--- src/rtl/srl_var_delay_if.sv ---
//------------------------------------------------------------------------------
// Module   : srl_var_delay_if
// Brief    : Control/data bundle for the programmable delay line.
// Revision : 1.0
//------------------------------------------------------------------------------
`default_nettype none

interface srl_var_delay_if #(
   parameter int SRL_WIDTH     = 18,
   parameter int SRL_MAX_DEPTH = 32
);
   localparam int DW = $clog2(SRL_MAX_DEPTH + 1);

   logic                 en;
   logic                 flush;
   logic [DW-1:0]        delay;
   logic [SRL_WIDTH-1:0] din;
   logic                 din_valid;
   logic [SRL_WIDTH-1:0] dout;
   logic                 dout_valid;
   logic                 primed;

   modport master (
      output en, flush, delay, din, din_valid,
      input  dout, dout_valid, primed
   );

   modport slave (
      input  en, flush, delay, din, din_valid,
      output dout, dout_valid, primed
   );
endinterface

`default_nettype wire

--- src/rtl/srl_var_delay.sv ---
//------------------------------------------------------------------------------
// Module   : srl_var_delay
// Brief    : Run-time selectable delay line with valid shadow and fill status.
// Revision : 1.0
//------------------------------------------------------------------------------
`default_nettype none

module srl_var_delay #(
   parameter int SRL_WIDTH     = 18,
   parameter int SRL_MAX_DEPTH = 32
) (
   input  wire logic       clk,
   input  wire logic       rst_n,
   srl_var_delay_if.slave  bus
);
   localparam int DW = $clog2(SRL_MAX_DEPTH + 1);
   localparam int IW = (SRL_MAX_DEPTH > 1) ? $clog2(SRL_MAX_DEPTH) : 1;

   logic [SRL_WIDTH-1:0]     stage_q [SRL_MAX_DEPTH];
   logic [SRL_WIDTH-1:0]     stage_d [SRL_MAX_DEPTH];
   logic [SRL_MAX_DEPTH-1:0] vld_q;
   logic [SRL_MAX_DEPTH-1:0] vld_d;
   logic [DW-1:0]            fill_cnt_q;
   logic [DW-1:0]            fill_cnt_d;
   logic [DW-1:0]            eff_delay;
   logic [IW-1:0]            tap_idx;
   logic                     shift;

   assign shift = bus.en && !bus.flush;

   always_comb begin
      eff_delay = bus.delay;
      if (bus.delay == '0) begin
         eff_delay = DW'(1);
      end else if (bus.delay > DW'(SRL_MAX_DEPTH)) begin
         eff_delay = DW'(SRL_MAX_DEPTH);
      end
   end

   assign tap_idx = IW'(eff_delay - DW'(1));

   always_comb begin
      stage_d    = stage_q;
      vld_d      = vld_q;
      fill_cnt_d = fill_cnt_q;
      // Flush clears tracking only; data words stay where they are.
      if (bus.flush) begin
         vld_d      = '0;
         fill_cnt_d = '0;
      end else if (shift) begin
         stage_d[0] = bus.din;
         for (int i = 1; i < SRL_MAX_DEPTH; i++) begin
            stage_d[i] = stage_q[i-1];
         end
         vld_d = {vld_q[SRL_MAX_DEPTH-2:0], bus.din_valid};
         if (fill_cnt_q != DW'(SRL_MAX_DEPTH)) begin
            fill_cnt_d = fill_cnt_q + DW'(1);
         end
      end
   end

   always_ff @(posedge clk or negedge rst_n) begin
      if (!rst_n) begin
         for (int i = 0; i < SRL_MAX_DEPTH; i++) begin
            stage_q[i] <= '0;
         end
         vld_q      <= '0;
         fill_cnt_q <= '0;
      end else begin
         stage_q    <= stage_d;
         vld_q      <= vld_d;
         fill_cnt_q <= fill_cnt_d;
      end
   end

   assign bus.dout       = stage_q[tap_idx];
   assign bus.dout_valid = vld_q[tap_idx];
   assign bus.primed     = (fill_cnt_q >= eff_delay);

endmodule

`default_nettype wire

--- src/flat_wrapper.sv ---
// flat-port wrapper written by rule: the top's interface ports become plain ports
module srl_var_delay_flat 
#(
   parameter int SRL_WIDTH     = 18,
   parameter int SRL_MAX_DEPTH = 32
)
  (clk, rst_n, bus_en, bus_flush, bus_delay, bus_din, bus_din_valid, bus_dout, bus_dout_valid, bus_primed);
  srl_var_delay_if #(.SRL_WIDTH(SRL_WIDTH), .SRL_MAX_DEPTH(SRL_MAX_DEPTH)) bus_i ();
  input  wire logic clk;
  input  wire logic rst_n;
  input wire logic [$bits(bus_i.en)-1:0] bus_en;
  input wire logic [$bits(bus_i.flush)-1:0] bus_flush;
  input wire logic [$bits(bus_i.delay)-1:0] bus_delay;
  input wire logic [$bits(bus_i.din)-1:0] bus_din;
  input wire logic [$bits(bus_i.din_valid)-1:0] bus_din_valid;
  output wire logic [$bits(bus_i.dout)-1:0] bus_dout;
  output wire logic [$bits(bus_i.dout_valid)-1:0] bus_dout_valid;
  output wire logic [$bits(bus_i.primed)-1:0] bus_primed;
  assign bus_i.en = bus_en;
  assign bus_i.flush = bus_flush;
  assign bus_i.delay = bus_delay;
  assign bus_i.din = bus_din;
  assign bus_i.din_valid = bus_din_valid;
  assign bus_dout = bus_i.dout;
  assign bus_dout_valid = bus_i.dout_valid;
  assign bus_primed = bus_i.primed;
  srl_var_delay #(.SRL_WIDTH(SRL_WIDTH), .SRL_MAX_DEPTH(SRL_MAX_DEPTH)) u_core (.clk(clk), .rst_n(rst_n), .bus(bus_i));
endmodule
--- config.mk ---
export PLATFORM = sky130hd
export DESIGN_NAME = srl_var_delay_flat
export DESIGN_NICKNAME = d
export VERILOG_FILES = /design/src/rtl/srl_var_delay_if.sv /design/src/rtl/srl_var_delay.sv /design/src/flat_wrapper.sv
export SDC_FILE = /design/constraint.sdc
export NUM_CORES = 2
export LEC_CHECK = 0
export CORE_MARGIN = 2
export CORE_UTILIZATION = 63
export CTS_BUF_LIST = sky130_fd_sc_hd__clkbuf_16
export DETAILED_ROUTE_END_ITERATION = 8
export GPL_TIMING_DRIVEN = 0
export PLACE_DENSITY = 0.82
export SLEW_MARGIN = 20
export SYNTH_ARGS = -nofsm -noshare
export SYNTH_HDL_FRONTEND = slang
export SYNTH_SLANG_ARGS = --single-unit
--- constraint.sdc ---
create_clock -name clk -period 3.91 [get_ports clk]
set_input_delay 0.391 -clock clk [delete_from_list [all_inputs] [get_ports clk]]
set_output_delay 0.391 -clock clk [all_outputs]
set_load 0.1 [all_outputs]
# ---- Word-level counts from Yosys, hierarchy flattened
# Index checks and enable logic that the tools add are counted.
dict set report totals {
  regBits 614
}
dict set report classes {
  mux 12
  n_eq_ne 1
  n_reduce_logical 7
  n_addsub 2
  bitwise 2
  order_cmp 4
}
# operator n
set ops {}
lappend ops {{$bmux 18 s5} 1}
lappend ops {{$mux 32} 2}
lappend ops {{$mux 18} 2}
lappend ops {{$mux 6} 5}
lappend ops {{$add 6x1->6 const B} 1}
lappend ops {{$ge 6x6->1} 1}
lappend ops {{$ge 6x6->1 const B} 1}
lappend ops {{$gt 6x6->1 const B} 1}
lappend ops {{$logic_not 6->1} 1}
lappend ops {{$lt 5x6->1 const B} 1}
lappend ops {{$ne 6x6->1 const B} 1}
lappend ops {{$not 5->6} 1}
lappend ops {{$bmux 1 s5} 1}
lappend ops {{$sub 5x1->5 const B} 1}
lappend ops {{$reduce_and 2->1} 2}
lappend ops {{$reduce_bool 2->1} 2}
lappend ops {{$logic_and 1x1->1} 1}
lappend ops {{$logic_not 1->1} 1}
lappend ops {{$mux 1} 1}
lappend ops {{$not 1->1} 1}

# ---- Depth between registers and ports, before layout
dict set report logic_depth {
  depth_word 8
  mapped_depth 17
  mapped_depth_nobuf 12
}

# ---- Worst setup path after synthesis
# OpenSTA, ideal clock, no wires.
dict set report synth_path {
  kind {input-to-output}
  startpoint {input bus_delay[1]}
  endpoint {output bus_dout[7]}
  path_stages 17
  arrival_ps 4903
  required_ps 3519
  path_slack_ps -1384
  path_buffers 5
  cell_sequence {nor4_1 > nor2_1 > nor2_4 > inv_2 > buf_4 > buf_2 > buf_2 > ha_1 > or4b_1 > o211ai_1 > nor2b_1 > buf_2 > clkbuf_1 > o21ai_0 > or3_1 > o31ai_1 > nor3_1}
}
dict set report synth_between {
  elab_chain_cells 8
}
# item line_no
set synth_rtl {}
lappend synth_rtl {{start, declared} flat_wrapper.sv:13} ;# input wire logic [$bits(bus_i.delay)-1:0] bus_delay;
lappend synth_rtl {{$gt 6x6->1} srl_var_delay.sv:35} ;# end else if (bus.delay > DW'(SRL_MAX_DEPTH)) begin
lappend synth_rtl {{$mux 6} srl_var_delay.sv:35}
lappend synth_rtl {{$mux 6 *} srl_var_delay.sv:33} ;# if (bus.delay == '0) begin
lappend synth_rtl {{$sub 5x1->5 *} srl_var_delay.sv:40} ;# assign tap_idx = IW'(eff_delay - DW'(1));
lappend synth_rtl {{$not 5->6 (not written as such) *} srl_var_delay.sv:76} ;# assign bus.dout = stage_q[tap_idx];
lappend synth_rtl {{$bmux 18 s5 *} srl_var_delay.sv:76}
lappend synth_rtl {{$mux 18 (not written as such) * (2 in series)} srl_var_delay.sv:76}
lappend synth_rtl {{end, declared} flat_wrapper.sv:16} ;# output wire logic [$bits(bus_i.dout)-1:0] bus_dout;
# Mark *: on every way between the ends. The rest lies on a longest branch, timed or not. The select of a mux whose other input is x is not followed.

# ---- Worst setup path in the final report
dict set report layout_path {
  startpoint {input bus_delay[4]}
  endpoint {output bus_dout[5]}
}
# The elaborated chain is that of the path after synthesis.

==> flow_summary_export.csv <==
group,metric,value,unit
die,initial_core_util,63.9,%
synth,synth_top_family_by_area,"simple AND/OR/NAND/NOR gates",
finish,fillCellCount,3083,
finish,fin_area,33400,µm²
synth,synth.area.top_cells,"dfrtp_1 (54%), nand2_1 (26%), mux2i_1 (8.5%), clkbuf_1 (2.3%), a21oi_1 (1.7%)",
worst_setup_path,cp_num_buf_inv,7,
synth,ys_seq_area_share,54.3,%
worst_setup_path,critPathKind,"input pin to output port",
worst_setup_path,crit_arrival,3.49,ns
global_routing,antenna_found_initial,1,
sta,whs,0.308,ns
clock_tree,clkSinkCount,614,
outcome,status,"complete, no violations",
die,die_area,46600,µm²
synth,yosys-mux-area-fraction,8.57,%
worst_setup_path,ff2ff_path_depth,5,
sta,max_freq,258,MHz
global_routing,grt_use_total,38.9,%
clock_tree,cts_buffers,67,
worst_setup_path,worstPathRequired,3.52,ns
synth,synth_xor_area_share,0.0929,%
finish,synthToLayoutAreaGrowth,18.1,%
global_routing,grt_max_degree,102,
detailed_routing,drt_iter0_drc,2920,
worst_setup_path,timing.rr.start,"u_core.fill_cnt_q[4]",
synth,syn_inst,3414,
synth,synthAdderAreaFrac,0.398,%
placed_design,dp_worst_setup_slack,-3.17,ns
placed_design,place_area,30000,µm²
placed_design,gp_congestion,0.961,
die,row_count,77,
detailed_routing,route.detailed.drc,0,
clock_tree,clk_pin_slew,0.05,ns
detailed_routing,via_count,25200,
global_routing,grt_remaining_overflow,0,
die,ios,49,
synth,synth_top_area_share,54.3,%
clock_tree,cts_tree,"built",
synth,async_flop_share,100,%
sta,setup_slack,0.0329,ns
worst_setup_path,crit_chain,"clkbuf_2 > nor4_4 > nor2_2 > nor2_4 > inv_4 > buf_12 > buf_12 > ha_4 > xor2_4 > nand2b_4 > buf_6 > clkbuf_4 > a21oi_1 > o31ai_4 > nor3_4 > buf_12",
placed_design,io_buffers,48,
synth,ys.flop_type,"dfrtp_1",
synth,synth-compound-area-share,4.86,%
finish,final_common_cell,"nand2_1",
global_routing,grt_pass1_wl,139000,µm
sta,period_minus_slack,3.88,ns
sta,rsz0062_at_grt,"false",
clock_tree,h-tree-depth,3,
finish,nets,3589,
detailed_routing,viasPerCell,6.01,
synth,syn_nets,3452,
power,powerDensity,486,nW/µm²
detailed_routing,final_antenna_net_count,0,
worst_setup_path,critical-path-top-delay-family,"buffers and inverters",
worst_setup_path,endpoint_kind,"output port",
clock_tree,cts-root-buf,"clkbuf_16",
worst_setup_path,crit_fanout,10,
worst_hold_path,min_path_type,"input pin to asynchronous set/reset pin",
sta,slew_headroom,23.2,%
sta,slew_viol_final,0,
global_routing,grt_pass1_vias,24800,
synth,synthSimpleGateAreaFrac,28.5,%
detailed_routing,wl,89500,µm
synth,yosysUniqueCellTypes,35,
synth,yosysTopAreaCell,"dfrtp_1",
detailed_routing,wire_per_inst,21.4,µm
sta,final_hold_viol_count,0,
worst_setup_path,cp_common_cell,"buf_12",
sta,tightest_slew,1.15,ns
worst_setup_path,rr_endpoint,"u_core.fill_cnt_q[0]",
clock_tree,cts_buffer_depth,3,
sta,setup_viol_count_final,0,
detailed_routing,drt-pass1-iter-count,6,
clock_tree,clkLatencyLatePin,0.60,ns
synth,synth_area_per_cell,8.28,µm²
worst_setup_path,cpMaxStageDelayCell,"a21oi_1",
finish,n_antenna_cell,0,
die,die_h,216,µm
sta,fin_crit_sh,99.2,%
placed_design,dp_cells,4061,
die,core,44200,µm²
worst_setup_path,cp.depth,16,
synth,syn_area,28300,µm²
power,p_leak,17.8,nW
sta,fin_worst_skew,0.0169,ns
die,die_w,216,µm
synth,yosys_warnings,0,
finish,most-common-layout-cells,"nand2_1 (1926), dfrtp_1 (614), mux2i_1 (241), clkbuf_1 (142), a21oi_1 (80)",
synth,ys_ff_latch,614,
finish,layout.cells.non_filler,4189,
job,maxCapViolCount,0,
worst_setup_path,cp-start-kind,"input pin",
synth,synth_edf_count,0,
sta,tns,0,ns
power,vdd_ir_drop_max,0.392,mV
placed_design,place_hpwl,62800,µm
finish,final_layout_size_suffix_gt1_share,8.92,%
worst_setup_path,rrSetupSlack,2.38,ns
worst_setup_path,critPathMaxStageDelay,0.35,ns
[area by class of cell]
class / count / area [µm²] / area share [%]
Clock inverter: 44 / 259 / 0.775
Buffer: 215 / 1150 / 3.44
Tap cell: 592 / 741 / 2.22
Sequential cell: 614 / 15400 / 46.0
Inverter: 4 / 17.5 / 0.0524
Timing Repair Buffer: 71 / 897 / 2.69
Multi-Input combinational cell: 2578 / 13200 / 39.5
Clock buffer: 71 / 1780 / 5.32
[worst max path at each step]
stage,startpoint,end,slack (ns)
2_1_floorplan,bus_delay[4],bus_dout[10],0.01
3_3_place_gp,rst_n,u_core.stage_q[424],-23.77
3_5_place_dp,bus_delay[1],bus_dout[2],-3.17
4_1_cts,bus_delay[4],bus_dout[14],-0.007
5_1_grt,bus_delay[0],bus_dout[7],0.003
6_report,bus_delay[4],bus_dout[5],0.03
[synth_stat cells (4+ instances only)]
library cell,instances
buf_4,9
a21oi_1,98
nor4_1,39
o21ai_0,41
dfrtp_1,614
ha_1,9
nand2_1,1928
buf_2,26
o31ai_1,19
nor2_1,56
mux2i_1,241
nor2b_1,4
nand2b_1,8
or3_1,20
nor3_1,20
clkbuf_1,170
o22ai_1,77
buf_1,10
[flip-flops by register name, summed over array words and instances, names as in the netlist]
| register | flops |
|---|---|
| u_core.stage_q | 576 |
| u_core.fill_cnt_q | 6 |
| u_core.vld_q | 32 |
[where the power goes]
| part | switching (mW) | internal, mW |
|---|---|---|
| combinational | 1.84 | 0.887 |
| clock | 2.56 | 3.45 |
| sequential | 0.547 | 6.96 |
[cells by family (layout without fill, tap and decap cells)]
| logic type | count (synthesis) | in the layout |
|---|---|---|
| simple gates | 2083 | 2083 |
| flops | 614 | 614 |
| mux | 242 | 242 |
| compound gates | 241 | 241 |
| buf+inv | 222 | 405 |
| fa+ha+maj | 9 | 9 |
| xor+xnor | 3 | 3 |
[routing by layer]
layer,GRT usage [%],share of wire (%),up-vias
li1,-,-,11200
met1,49.1,38,12300
met2,62.9,47,1377
met3,7.58,8.5,360
met4,22.4,6.8,2
met5,0,0.012,-
[timing repair]
action                                  4_1_cts  5_1_grt
endpoints found under the setup margin       20       20
endpoints found under the hold margin        55        0
cloned                                        2        1
buffers inserted                             11        1
gates resized for setup                     375       29
hold buffers                                  1        0
pin swaps                                    30       13
[per-stage QoR]
stage	utilization [%]	power, mW
after detailed placement	67.8	9.95
after CTS	75.3	16.1
final	75.5	16.2
after global routing	75.5	16.8
after global placement	67.3	9.83
after floorplan	-	8.94
(Power assumes the default switching activity.)
